==> config.mk <==
export PLATFORM = sky130hd
export DESIGN_NAME = mem_access_ctrl_flat
export DESIGN_NICKNAME = d
export VERILOG_FILES = /design/src/rtl/mem_access_ctrl_if.sv /design/src/rtl/mem_access_ctrl.sv /design/src/flat_wrapper.sv
export SDC_FILE = /design/constraint.sdc
export NUM_CORES = 1
export LEC_CHECK = 0
export CAP_MARGIN = 20
export CORE_MARGIN = 10
export CORE_UTILIZATION = 42
export CTS_CLUSTER_DIAMETER = 50
export CTS_CLUSTER_SIZE = 16
export DETAILED_ROUTE_END_ITERATION = 10
export PLACE_DENSITY = 0.87
export SLEW_MARGIN = 40
export SYNTH_ARGS = -nofsm -noshare
export SYNTH_HDL_FRONTEND = slang
export SYNTH_SLANG_ARGS = --single-unit
==> constraint.sdc <==
create_clock -name clk -period 2.04 [get_ports clk]
set_input_delay 0.51 -clock clk [delete_from_list [all_inputs] [get_ports clk]]
set_output_delay 0.51 -clock clk [all_outputs]
set_load 0.01 [all_outputs]
==> src/rtl/mem_access_ctrl_if.sv <==
// Bundle of issue, ALU, data-memory and write-back signals around the LW/SW sequencer.
// master = the sequencer itself; slave = the surrounding datapath/memory.
interface mem_access_ctrl_if;
  logic        instr_valid;
  logic        instr_ready;
  logic [31:0] instruction;
  logic [31:0] rs_data;
  logic [31:0] rt_data;
  logic [31:0] alu_a;
  logic [31:0] alu_b;
  logic [2:0]  alu_control;
  logic [31:0] alu_result;
  logic        mem_req;
  logic        mem_we;
  logic [31:0] mem_addr;
  logic [31:0] mem_wdata;
  logic        mem_ack;
  logic [31:0] mem_rdata;
  logic        reg_write;
  logic [4:0]  reg_waddr;
  logic [31:0] reg_wdata;
  logic        done;
  logic [1:0]  err_code;

  modport master (
    input  instr_valid, instruction, rs_data, rt_data, alu_result, mem_ack, mem_rdata,
    output instr_ready, alu_a, alu_b, alu_control, mem_req, mem_we, mem_addr, mem_wdata,
           reg_write, reg_waddr, reg_wdata, done, err_code
  );

  modport slave (
    output instr_valid, instruction, rs_data, rt_data, alu_result, mem_ack, mem_rdata,
    input  instr_ready, alu_a, alu_b, alu_control, mem_req, mem_we, mem_addr, mem_wdata,
           reg_write, reg_waddr, reg_wdata, done, err_code
  );
endinterface

==> src/rtl/mem_access_ctrl.sv <==
// LW/SW sequencer: IDLE -> ADDR -> REQ -> FIN, with request timeout.
// Optional ALIGN_CHECK_EN: misaligned word address aborts with err_code 2'b11 before REQ.
module mem_access_ctrl #(
  parameter int TIMEOUT = 16,
  parameter int TO_W    = 5
) (
  input logic             clk,
  input logic             reset,
  mem_access_ctrl_if.master bus
);
  typedef enum logic [1:0] {IDLE, ADDR, REQ, FIN} state_e;

  localparam logic [5:0]      OP_LW  = 6'b100011;
  localparam logic [5:0]      OP_SW  = 6'b101011;
  localparam logic [TO_W-1:0] TO_LIM = TO_W'(TIMEOUT);

  state_e            state_q, state_d;
  logic [5:0]        op_q, op_d;
  logic [4:0]        rt_q, rt_d;
  logic [15:0]       imm_q, imm_d;
  logic [31:0]       rs_q, rs_d, rtv_q, rtv_d;
  logic [TO_W-1:0]   cnt_q, cnt_d, cnt_inc;
  logic              mem_req_q, mem_req_d, mem_we_q, mem_we_d;
  logic [31:0]       mem_addr_q, mem_addr_d, mem_wdata_q, mem_wdata_d;
  logic              reg_write_q, reg_write_d, done_q, done_d;
  logic [4:0]        reg_waddr_q, reg_waddr_d;
  logic [31:0]       reg_wdata_q, reg_wdata_d;
  logic [1:0]        err_code_q, err_code_d;
  logic              is_store, is_mem_op, misaligned;
  logic              unused_rs_field;

  assign unused_rs_field = ^bus.instruction[25:21];
  assign is_store  = (op_q == OP_SW);
  assign is_mem_op = (bus.instruction[31:26] == OP_LW) || (bus.instruction[31:26] == OP_SW);
  assign cnt_inc   = cnt_q + TO_W'(1);

`ifdef ALIGN_CHECK_EN
  assign misaligned = |bus.alu_result[1:0];
`else
  assign misaligned = 1'b0;
`endif

  always_comb begin
    state_d     = state_q;
    op_d        = op_q;
    rt_d        = rt_q;
    imm_d       = imm_q;
    rs_d        = rs_q;
    rtv_d       = rtv_q;
    cnt_d       = cnt_q;
    mem_req_d   = mem_req_q;
    mem_we_d    = mem_we_q;
    mem_addr_d  = mem_addr_q;
    mem_wdata_d = mem_wdata_q;
    reg_write_d = 1'b0;
    reg_waddr_d = reg_waddr_q;
    reg_wdata_d = reg_wdata_q;
    done_d      = 1'b0;
    err_code_d  = err_code_q;
    case (state_q)
      IDLE: if (bus.instr_valid) begin
        op_d  = bus.instruction[31:26];
        rt_d  = bus.instruction[20:16];
        imm_d = bus.instruction[15:0];
        rs_d  = bus.rs_data;
        rtv_d = bus.rt_data;
        if (is_mem_op) begin
          state_d = ADDR;
        end else begin
          state_d     = FIN;
          done_d      = 1'b1;
          err_code_d  = 2'b01;
          reg_waddr_d = bus.instruction[20:16];
        end
      end
      ADDR: begin
        mem_addr_d  = bus.alu_result;
        mem_wdata_d = rtv_q;
        mem_we_d    = is_store;
        cnt_d       = '0;
        reg_waddr_d = rt_q;
        if (misaligned) begin
          state_d    = FIN;
          done_d     = 1'b1;
          err_code_d = 2'b11;
        end else begin
          state_d   = REQ;
          mem_req_d = 1'b1;
        end
      end
      REQ: begin
        // An ack on the final permitted cycle still completes normally.
        if (bus.mem_ack) begin
          state_d     = FIN;
          mem_req_d   = 1'b0;
          cnt_d       = '0;
          reg_wdata_d = bus.mem_rdata;
          reg_write_d = !is_store && (rt_q != 5'd0);
          done_d      = 1'b1;
          err_code_d  = 2'b00;
        end else if (cnt_inc == TO_LIM) begin
          state_d    = FIN;
          mem_req_d  = 1'b0;
          cnt_d      = '0;
          done_d     = 1'b1;
          err_code_d = 2'b10;
        end else begin
          cnt_d = cnt_inc;
        end
      end
      FIN:     state_d = IDLE;
      default: state_d = IDLE;
    endcase
  end

  always_ff @(posedge clk) begin
    if (reset) begin
      state_q     <= IDLE;
      op_q        <= '0;
      rt_q        <= '0;
      imm_q       <= '0;
      rs_q        <= '0;
      rtv_q       <= '0;
      cnt_q       <= '0;
      mem_req_q   <= 1'b0;
      mem_we_q    <= 1'b0;
      mem_addr_q  <= '0;
      mem_wdata_q <= '0;
      reg_write_q <= 1'b0;
      reg_waddr_q <= '0;
      reg_wdata_q <= '0;
      done_q      <= 1'b0;
      err_code_q  <= '0;
    end else begin
      state_q     <= state_d;
      op_q        <= op_d;
      rt_q        <= rt_d;
      imm_q       <= imm_d;
      rs_q        <= rs_d;
      rtv_q       <= rtv_d;
      cnt_q       <= cnt_d;
      mem_req_q   <= mem_req_d;
      mem_we_q    <= mem_we_d;
      mem_addr_q  <= mem_addr_d;
      mem_wdata_q <= mem_wdata_d;
      reg_write_q <= reg_write_d;
      reg_waddr_q <= reg_waddr_d;
      reg_wdata_q <= reg_wdata_d;
      done_q      <= done_d;
      err_code_q  <= err_code_d;
    end
  end

  assign bus.instr_ready = (state_q == IDLE);
  assign bus.alu_a       = rs_q;
  assign bus.alu_b       = {{16{imm_q[15]}}, imm_q};
  assign bus.alu_control = (state_q == ADDR) ? 3'b010 : 3'b000;
  assign bus.mem_req     = mem_req_q;
  assign bus.mem_we      = mem_we_q;
  assign bus.mem_addr    = mem_addr_q;
  assign bus.mem_wdata   = mem_wdata_q;
  assign bus.reg_write   = reg_write_q;
  assign bus.reg_waddr   = reg_waddr_q;
  assign bus.reg_wdata   = reg_wdata_q;
  assign bus.done        = done_q;
  assign bus.err_code    = err_code_q;
endmodule

==> src/flat_wrapper.sv <==
// flat-port wrapper written by rule: the top's interface ports become plain ports
module mem_access_ctrl_flat 
#(
  parameter int TIMEOUT = 16,
  parameter int TO_W    = 5
)
  (clk, reset, bus_instr_valid, bus_instruction, bus_rs_data, bus_rt_data, bus_alu_result, bus_mem_ack, bus_mem_rdata, bus_instr_ready, bus_alu_a, bus_alu_b, bus_alu_control, bus_mem_req, bus_mem_we, bus_mem_addr, bus_mem_wdata, bus_reg_write, bus_reg_waddr, bus_reg_wdata, bus_done, bus_err_code);
  mem_access_ctrl_if bus_i ();
  input logic clk;
  input logic reset;
  input wire logic [$bits(bus_i.instr_valid)-1:0] bus_instr_valid;
  input wire logic [$bits(bus_i.instruction)-1:0] bus_instruction;
  input wire logic [$bits(bus_i.rs_data)-1:0] bus_rs_data;
  input wire logic [$bits(bus_i.rt_data)-1:0] bus_rt_data;
  input wire logic [$bits(bus_i.alu_result)-1:0] bus_alu_result;
  input wire logic [$bits(bus_i.mem_ack)-1:0] bus_mem_ack;
  input wire logic [$bits(bus_i.mem_rdata)-1:0] bus_mem_rdata;
  output wire logic [$bits(bus_i.instr_ready)-1:0] bus_instr_ready;
  output wire logic [$bits(bus_i.alu_a)-1:0] bus_alu_a;
  output wire logic [$bits(bus_i.alu_b)-1:0] bus_alu_b;
  output wire logic [$bits(bus_i.alu_control)-1:0] bus_alu_control;
  output wire logic [$bits(bus_i.mem_req)-1:0] bus_mem_req;
  output wire logic [$bits(bus_i.mem_we)-1:0] bus_mem_we;
  output wire logic [$bits(bus_i.mem_addr)-1:0] bus_mem_addr;
  output wire logic [$bits(bus_i.mem_wdata)-1:0] bus_mem_wdata;
  output wire logic [$bits(bus_i.reg_write)-1:0] bus_reg_write;
  output wire logic [$bits(bus_i.reg_waddr)-1:0] bus_reg_waddr;
  output wire logic [$bits(bus_i.reg_wdata)-1:0] bus_reg_wdata;
  output wire logic [$bits(bus_i.done)-1:0] bus_done;
  output wire logic [$bits(bus_i.err_code)-1:0] bus_err_code;
  assign bus_i.instr_valid = bus_instr_valid;
  assign bus_i.instruction = bus_instruction;
  assign bus_i.rs_data = bus_rs_data;
  assign bus_i.rt_data = bus_rt_data;
  assign bus_i.alu_result = bus_alu_result;
  assign bus_i.mem_ack = bus_mem_ack;
  assign bus_i.mem_rdata = bus_mem_rdata;
  assign bus_instr_ready = bus_i.instr_ready;
  assign bus_alu_a = bus_i.alu_a;
  assign bus_alu_b = bus_i.alu_b;
  assign bus_alu_control = bus_i.alu_control;
  assign bus_mem_req = bus_i.mem_req;
  assign bus_mem_we = bus_i.mem_we;
  assign bus_mem_addr = bus_i.mem_addr;
  assign bus_mem_wdata = bus_i.mem_wdata;
  assign bus_reg_write = bus_i.reg_write;
  assign bus_reg_waddr = bus_i.reg_waddr;
  assign bus_reg_wdata = bus_i.reg_wdata;
  assign bus_done = bus_i.done;
  assign bus_err_code = bus_i.err_code;
  mem_access_ctrl #(.TIMEOUT(TIMEOUT), .TO_W(TO_W)) u_core (.clk(clk), .reset(reset), .bus(bus_i));
endmodule
==> results of run 1 <==
-- layer usage --
layer	global-route usage, %	routed length [um]
met2	31.87	11630
met5	0	0
met3	8.680	2596
met1	20.50	9193
met4	4.948	507
-- power groups by stage --
| stage | combinational, mW | clock, mW | sequential [mW] |
|---|---|---|---|
| floorplan | 2.31 | 0 | 5.28 |
| global placement | 4.51 | 0 | 5.06 |
| detailed placement | 4.60 | 0 | 5.10 |
| CTS | 4.60 | 4.16 | 5.02 |
| global route | 4.94 | 4.33 | 5.10 |
| finish | 4.52 | 4.07 | 5.02 |
-- final timing paths --
check                          from                  endpoint  slack [ns]
setup / recovery  u_core.state_q[1]           bus_instr_ready        0.07
hold / removal                reset  u_core.bus.mem_wdata[30]        0.38
hold reg to reg    u_core.imm_q[11]          u_core.imm_q[11]        0.45
setup reg to reg    u_core.cnt_q[0]         u_core.state_q[1]        0.31
-- final cells by class --
cell class	instances	area (um^2)
clock inverter	15	176.4
tap	229	286.5
timing repair buffer	351	3571
inverter	6	22.52
fill	1371	6040
multi-input combinational	590	3060
sequential	205	4109
clock buffer	23	575.6
-- placed cells by master (no fill, tap or decap), types with 4 or more instances in the layout --
cell             Yosys  final
dlymetal6s2s_1       0     12
inv_6                0      4
buf_4               18     13
dlygate4sd2_1        0      5
clkdlybuf4s50_1      0    311
nor2_1              76     76
mux2i_1             72     72
clkbuf_16            0     23
a21oi_1            132    132
nor3_1              11     11
o21a_1               6      6
buf_12               0      7
nand2_1            252    251
dfxtp_1            205    203
inv_1                6      6
-- metrics by stage --
step / instances / area [um^2] / utilization, % / power, mW / hold slack [ns]
4_1_cts: 1419 / 11770 / 65.99 / 13.79 / 0.3572
3_3_place_gp: 1381 / 11030 / 61.80 / 9.567 / 0.4390
3_5_place_dp: 1381 / 11030 / 61.80 / 9.701 / 0.4431
5_1_grt: 1419 / 11800 / 66.15 / 14.36 / 0.3834
6_report: 1419 / 11800 / 66.15 / 13.61 / 0.3769
2_1_floorplan: 883 / 7586 / - / 7.591 / 0.4312
-- cell usage after synthesis (all sizes together) --
cell type	count	area (um^2)
and3	3	18.77
a32o	1	11.26
and2	3	18.77
conb	1	3.750
ha	4	50.05
buf	62	346.6
o21ba	1	10.01
nand3	1	5.000
inv	6	22.52
a311oi	1	8.760
a211o	1	8.760
a21oi	132	660.6
nor2b	3	18.77
clkbuf	20	75.07
a2111o	1	11.26
a21boi	1	7.510
a211oi	2	15.01
o21a	6	45.04
nor2	76	285.3
or4	1	7.510
nand4b	2	17.52
nand2b	2	15.02
a31oi	2	18.77
nor3	11	55.05
o22ai	1	6.260
mux2	1	15.01
o311ai	1	8.760
dfxtp	205	4104
nand2	252	945.9
o21ai	3	15.01
mux2i	72	720.7
nand3b	1	7.510
nor4	1	6.260
nand4	1	6.260
nor4bb	1	10.01
-- what timing repair did --
item | in CTS | in global routing
gates resized for setup | 10 | 15
setup buffers | 0 | 0
endpoints found under the setup margin | 19 | 14
hold buffers | 0 | 0
-- worst max-delay path, stage by stage, from the launching register on --
cell and delay (ns):
dfxtp_1 0.32, inv_1 0.12, ha_1 0.23, clkdlybuf4s15_1 0.29
-- sequential cells by signal, indices dropped and copies added (netlist names), 2 cells and up --
| register | flops |
|---|---|
| u_core.op_q | 6 |
| u_core.bus.mem_addr | 32 |
| u_core.bus.alu_a | 32 |
| u_core.bus.reg_wdata | 32 |
| u_core.bus.reg_waddr | 5 |
| u_core.imm_q | 16 |
| u_core.bus.err_code | 2 |
| u_core.rtv_q | 32 |
| u_core.rt_q | 5 |
| u_core.bus.mem_wdata | 32 |
| u_core.cnt_q | 5 |
| u_core.state_q | 2 |
-- cell families after synthesis --
| logic type | Yosys count | share of synthesized area [%] |
|---|---|---|
| and+or+nand+nor | 358 | 18.70 |
| DFF | 205 | 54.13 |
| AOI/OAI and AO/OA | 153 | 10.91 |
| muxes | 73 | 9.703 |
| other | 1 | 0.04946 |
| adders and majority gates | 4 | 0.6601 |
| buffers and inverters | 88 | 5.858 |
==> summary.txt, run 1 <==
Outcome
  – Outcome: complete, no violations

Clocking
  – Clock-pin slew on the worst setup and hold paths: 0.07 ns
  – Clk buf depth: 3
  – CTS tree: built
  – Number of H-tree levels: 1
  – Clock sink count: 205
  – Clk_lat worst skew: 0.49 ns
  – TritonCTS buffer count: 22
  – Root Buffer: clkbuf_16

Worst setup path
  – Crit Path Class: reg2out
  – Crit path arrival time: 1.46 ns
  – CP Max Fanout: 3
  – Crit start category: flip-flop
  – Critical Path RT: 1.53 ns
  – Setup crit end kind: primary output
  – Worst Reg-to-Reg Cells: 5

Floorplanning
  – Number of I/O pins: 339
  – Core Box Area: 17840 um^2
  – Initial Util: 42.50%
  – Die width: 154.4 um
  – Die height: 154.4 um
  – Rows: 49
  – Die area: 23830 um^2

Timing
  – Clock skew: 0.02235 ns
  – Final setup margin: 0.07261 ns
  – Max Slew Vio Count: 0
  – Worst slew margin: 65.42%
  – Max Clock Freq: 508.3 MHz
  – Final Setup Violations: 0
  – Worst Tran Pin Value: 0.5187 ns
  – RSZ-0062 raised after global routing: no
  – Setup TNS Final: 0 ns
  – Final worst-path cycle share: 96.44%
  – Min Tclk post-route: 1.967 ns
  – Final hold violation count: 0

Pwr
  – Clk network pwr share: 29.9%
  – LEAKAGE: 4.556 nW
  – Comb pwr share: 33.2%
  – P per Cell Area: 1153 nW/um^2
  – P_sw: 4.353 mW
  – Seq pwr share: 36.9%
  – Int Power: 9.253 mW
  – Peak supply drop: 0.9577 mV
  – Switching Fraction: 31.99%

Route
  – Total wire length: 23930 um
  – Residual DRC: 0
  – Post-route antenna net violation count: 0
  – Routed len/inst: 16.86 um
  – 1st-pass router iterations: 6
  – Detailed-route via count: 7006
  – First DRT Iteration DRCs: 246
  – Vias/cell: 4.937

Layout
  – Area delta synth->final: 55.64%
  – Share of cells above drive strength 1: 5.798%
  – Antenna cells: 0
  – Nets: 1344

Global route
  – Antenna violations before repair: 0
  – Grt ovf: 0
  – Global-route usage over all layers: 18.69%
  – Vias in the first global route: 6848
  – First-pass GRT wire length: 36890 um
  – Largest net degree at the start of global routing: 92

Yosys
  – Mapped Area: 7582 um^2
  – Syn_area_per_cell: 8.597 um^2
  – Synth Warn #: 0
  – Distinct cells, synth: 39
  – Sequential share of the synthesized area: 54.13%
  – Seq cells post-synth: 205
  – Cells after Synth: 882

Place
  – Final Wtd Congestion: 0.7774
  – DP Worst Slack: 0.04450 ns
  – Port buffer count: 331
  – Detailed placement HPWL: 17410 um

Hold path
  – Worst hold stages: 2
  – Hold Crit Class: in2reg

Job
  – Max cap viols: 0
(Power assumes the default switching activity.)
==> run 2, diff against run 1 <==
Settings changed: CORE_UTILIZATION 42 to 45, PLACE_DENSITY 0.87 to 0.91.
Clock period 2.04 ns to 2.5 ns, I/O delays scaled along.
==> summary.txt, run 2 (synthesized netlist as in run 1, its figures left out) <==
Place
  – Port buffer count: 331
  – Detailed placement HPWL: 18090 um
  – DP Worst Slack: 0.2990 ns
  – Placed Instances: 1369
  – Final Wtd Congestion: 0.7903

Timing
  – Worst Tran Pin Value: 0.5572 ns
  – Final hold violation count: 0
  – Final setup margin: 0.1603 ns
  – Setup TNS Final: 0 ns
  – Min Tclk post-route: 2.340 ns
  – Max Clock Freq: 427.4 MHz
  – Max Slew Vio Count: 0
  – Clock skew: 0.01052 ns
  – Worst slew margin: 62.86%
  – Final Setup Violations: 0
  – Final hold slack: 0.4533 ns
  – RSZ-0062 raised after global routing: no
  – Final worst-path cycle share: 93.59%

Clocking
  – # hold bufs at CTS: 0
  – Clk buf depth: 3
  – Number of H-tree levels: 1
  – CTS tree: built
  – Clock-pin slew on the worst setup and hold paths: 0.07 ns
  – Clk_lat worst skew: 0.51 ns
  – TritonCTS buffer count: 24
  – Clock sink count: 205
  – Root Buffer: clkbuf_16

Global route
  – Grt ovf: 0
  – Largest net degree at the start of global routing: 93
  – Antenna violations before repair: 1
  – First-pass GRT wire length: 37850 um
  – Global-route usage over all layers: 20.76%
  – Vias in the first global route: 7194

Floorplanning
  – Number of I/O pins: 339
  – Die height: 149.8 um
  – Initial Util: 45.88%
  – Core Box Area: 16520 um^2
  – Rows: 47
  – Die width: 149.8 um
  – Die area: 22440 um^2

Worst setup path
  – Crit Path Class: reg2out
  – CP max stage delay: 0.57 ns
  – Crit start category: flip-flop
  – Setup crit end kind: primary output
  – Crit path buf inv count: 2
  – CP Max Fanout: 3
  – Critical Path RT: 1.88 ns
  – Crit path max-delay cell type: clkdlybuf4s50_1
  – CP Cell Sequence: inv_1 -> ha_1 -> clkdlybuf4s50_1
  – Crit-path leading delay family: buffers and inverters
  – Crit path arrival time: 1.71 ns

Layout
  – Commonest non-fill, non-tap cell in the layout: clkdlybuf4s50_1
  – Multi-input gate area: 3060 um^2
  – Util after Layout: 71.31%
  – Area delta synth->final: 55.41%
  – Nets: 1343
  – Fill cells: 1146
  – Share of cells above drive strength 1: 5.546%
  – Sequential cell area: 4105 um^2
  – Most frequent cells in the layout: clkdlybuf4s50_1, nand2_1, dfxtp_1
  – Final Non-Filler Cells: 1411

Hold path
  – Hold Crit Class: reg2reg

Pwr
  – Clk network pwr share: 30.6%
  – Peak supply drop: 0.7633 mV
  – Switching Fraction: 32.95%
  – P_sw: 3.712 mW
  – P per Cell Area: 956.0 nW/um^2
  – Comb pwr share: 33.1%
  – Seq pwr share: 36.3%
  – LEAKAGE: 4.336 nW
  – Int Power: 7.554 mW

Route
  – Detailed-route via count: 7071
  – First DRT Iteration DRCs: 319
  – Total wire length: 25080 um
  – Residual DRC: 0
  – Routed len/inst: 17.78 um
  – Post-route antenna net violation count: 0
  – Vias/cell: 5.011
  – 1st-pass router iterations: 5

Job
  – Max cap viols: 0

Outcome
  – Outcome: complete, no violations
[run 2: metrics by stage]
stage               cell area [um^2]  power (mW)
finish                         11780       11.27
global route                   11780       11.84
CTS                            11780       11.39
detailed placement             10980       7.884
global placement               10980       7.768
floorplan                       7586       6.194
[run 2: timing repair]
action,CTS,global route
setup buffers,0,0
gates resized for setup,0,1
setup endpoints to repair,0,2
[run 2: layer usage]
layer  routed length (um)  vias to the layer above  GRT usage (%)
met5                    0                        -              0
li1                     -                     3466              -
met1                 9080                     3262          22.39
met3                 2903                       32          8.213
met2                12660                      311          36.91
met4                  433                        0          5.637
[run 2: worst paths after layout]
| check | from | to | slack (ns) | depth (start not counted) |
|---|---|---|---|---|
| worst max register to register | u_core.state_q[1] | u_core.rtv_q[18] | 0.67 | 7 |
| worst min register to register | u_core.bus.reg_wdata[12] | u_core.bus.reg_wdata[12] | 0.45 | 2 |
| worst min-delay path | u_core.bus.reg_wdata[12] | u_core.bus.reg_wdata[12] | 0.45 | 2 |
| worst max-delay path | u_core.state_q[1] | bus_instr_ready | 0.16 | 3 |
[run 2: worst min-delay path, cell delays in order (launching register included)]
cell     delay (ns)
dfxtp_1        0.31
nand2_1        0.05
a21oi_1        0.05
[run 2: final cells by class]
cell class / count / area share [%]
sequential: 205 / 34.84
timing repair buffer: 348 / 29.85
multi-input combinational: 590 / 25.97
clock buffer: 26 / 5.341
tap: 220 / 2.336
clock inverter: 15 / 1.455
inverter: 6 / 0.1911
antenna: 1 / 0.02124
[run 2: power by group through the flow]
stage	clock network, mW	registers (mW)	logic [mW]
4_1_cts	3.53	4.09	3.77
3_3_place_gp	0	4.12	3.64
5_1_grt	3.64	4.15	4.05
6_report	3.44	4.09	3.73
2_1_floorplan	0	4.31	1.89
3_5_place_dp	0	4.16	3.72
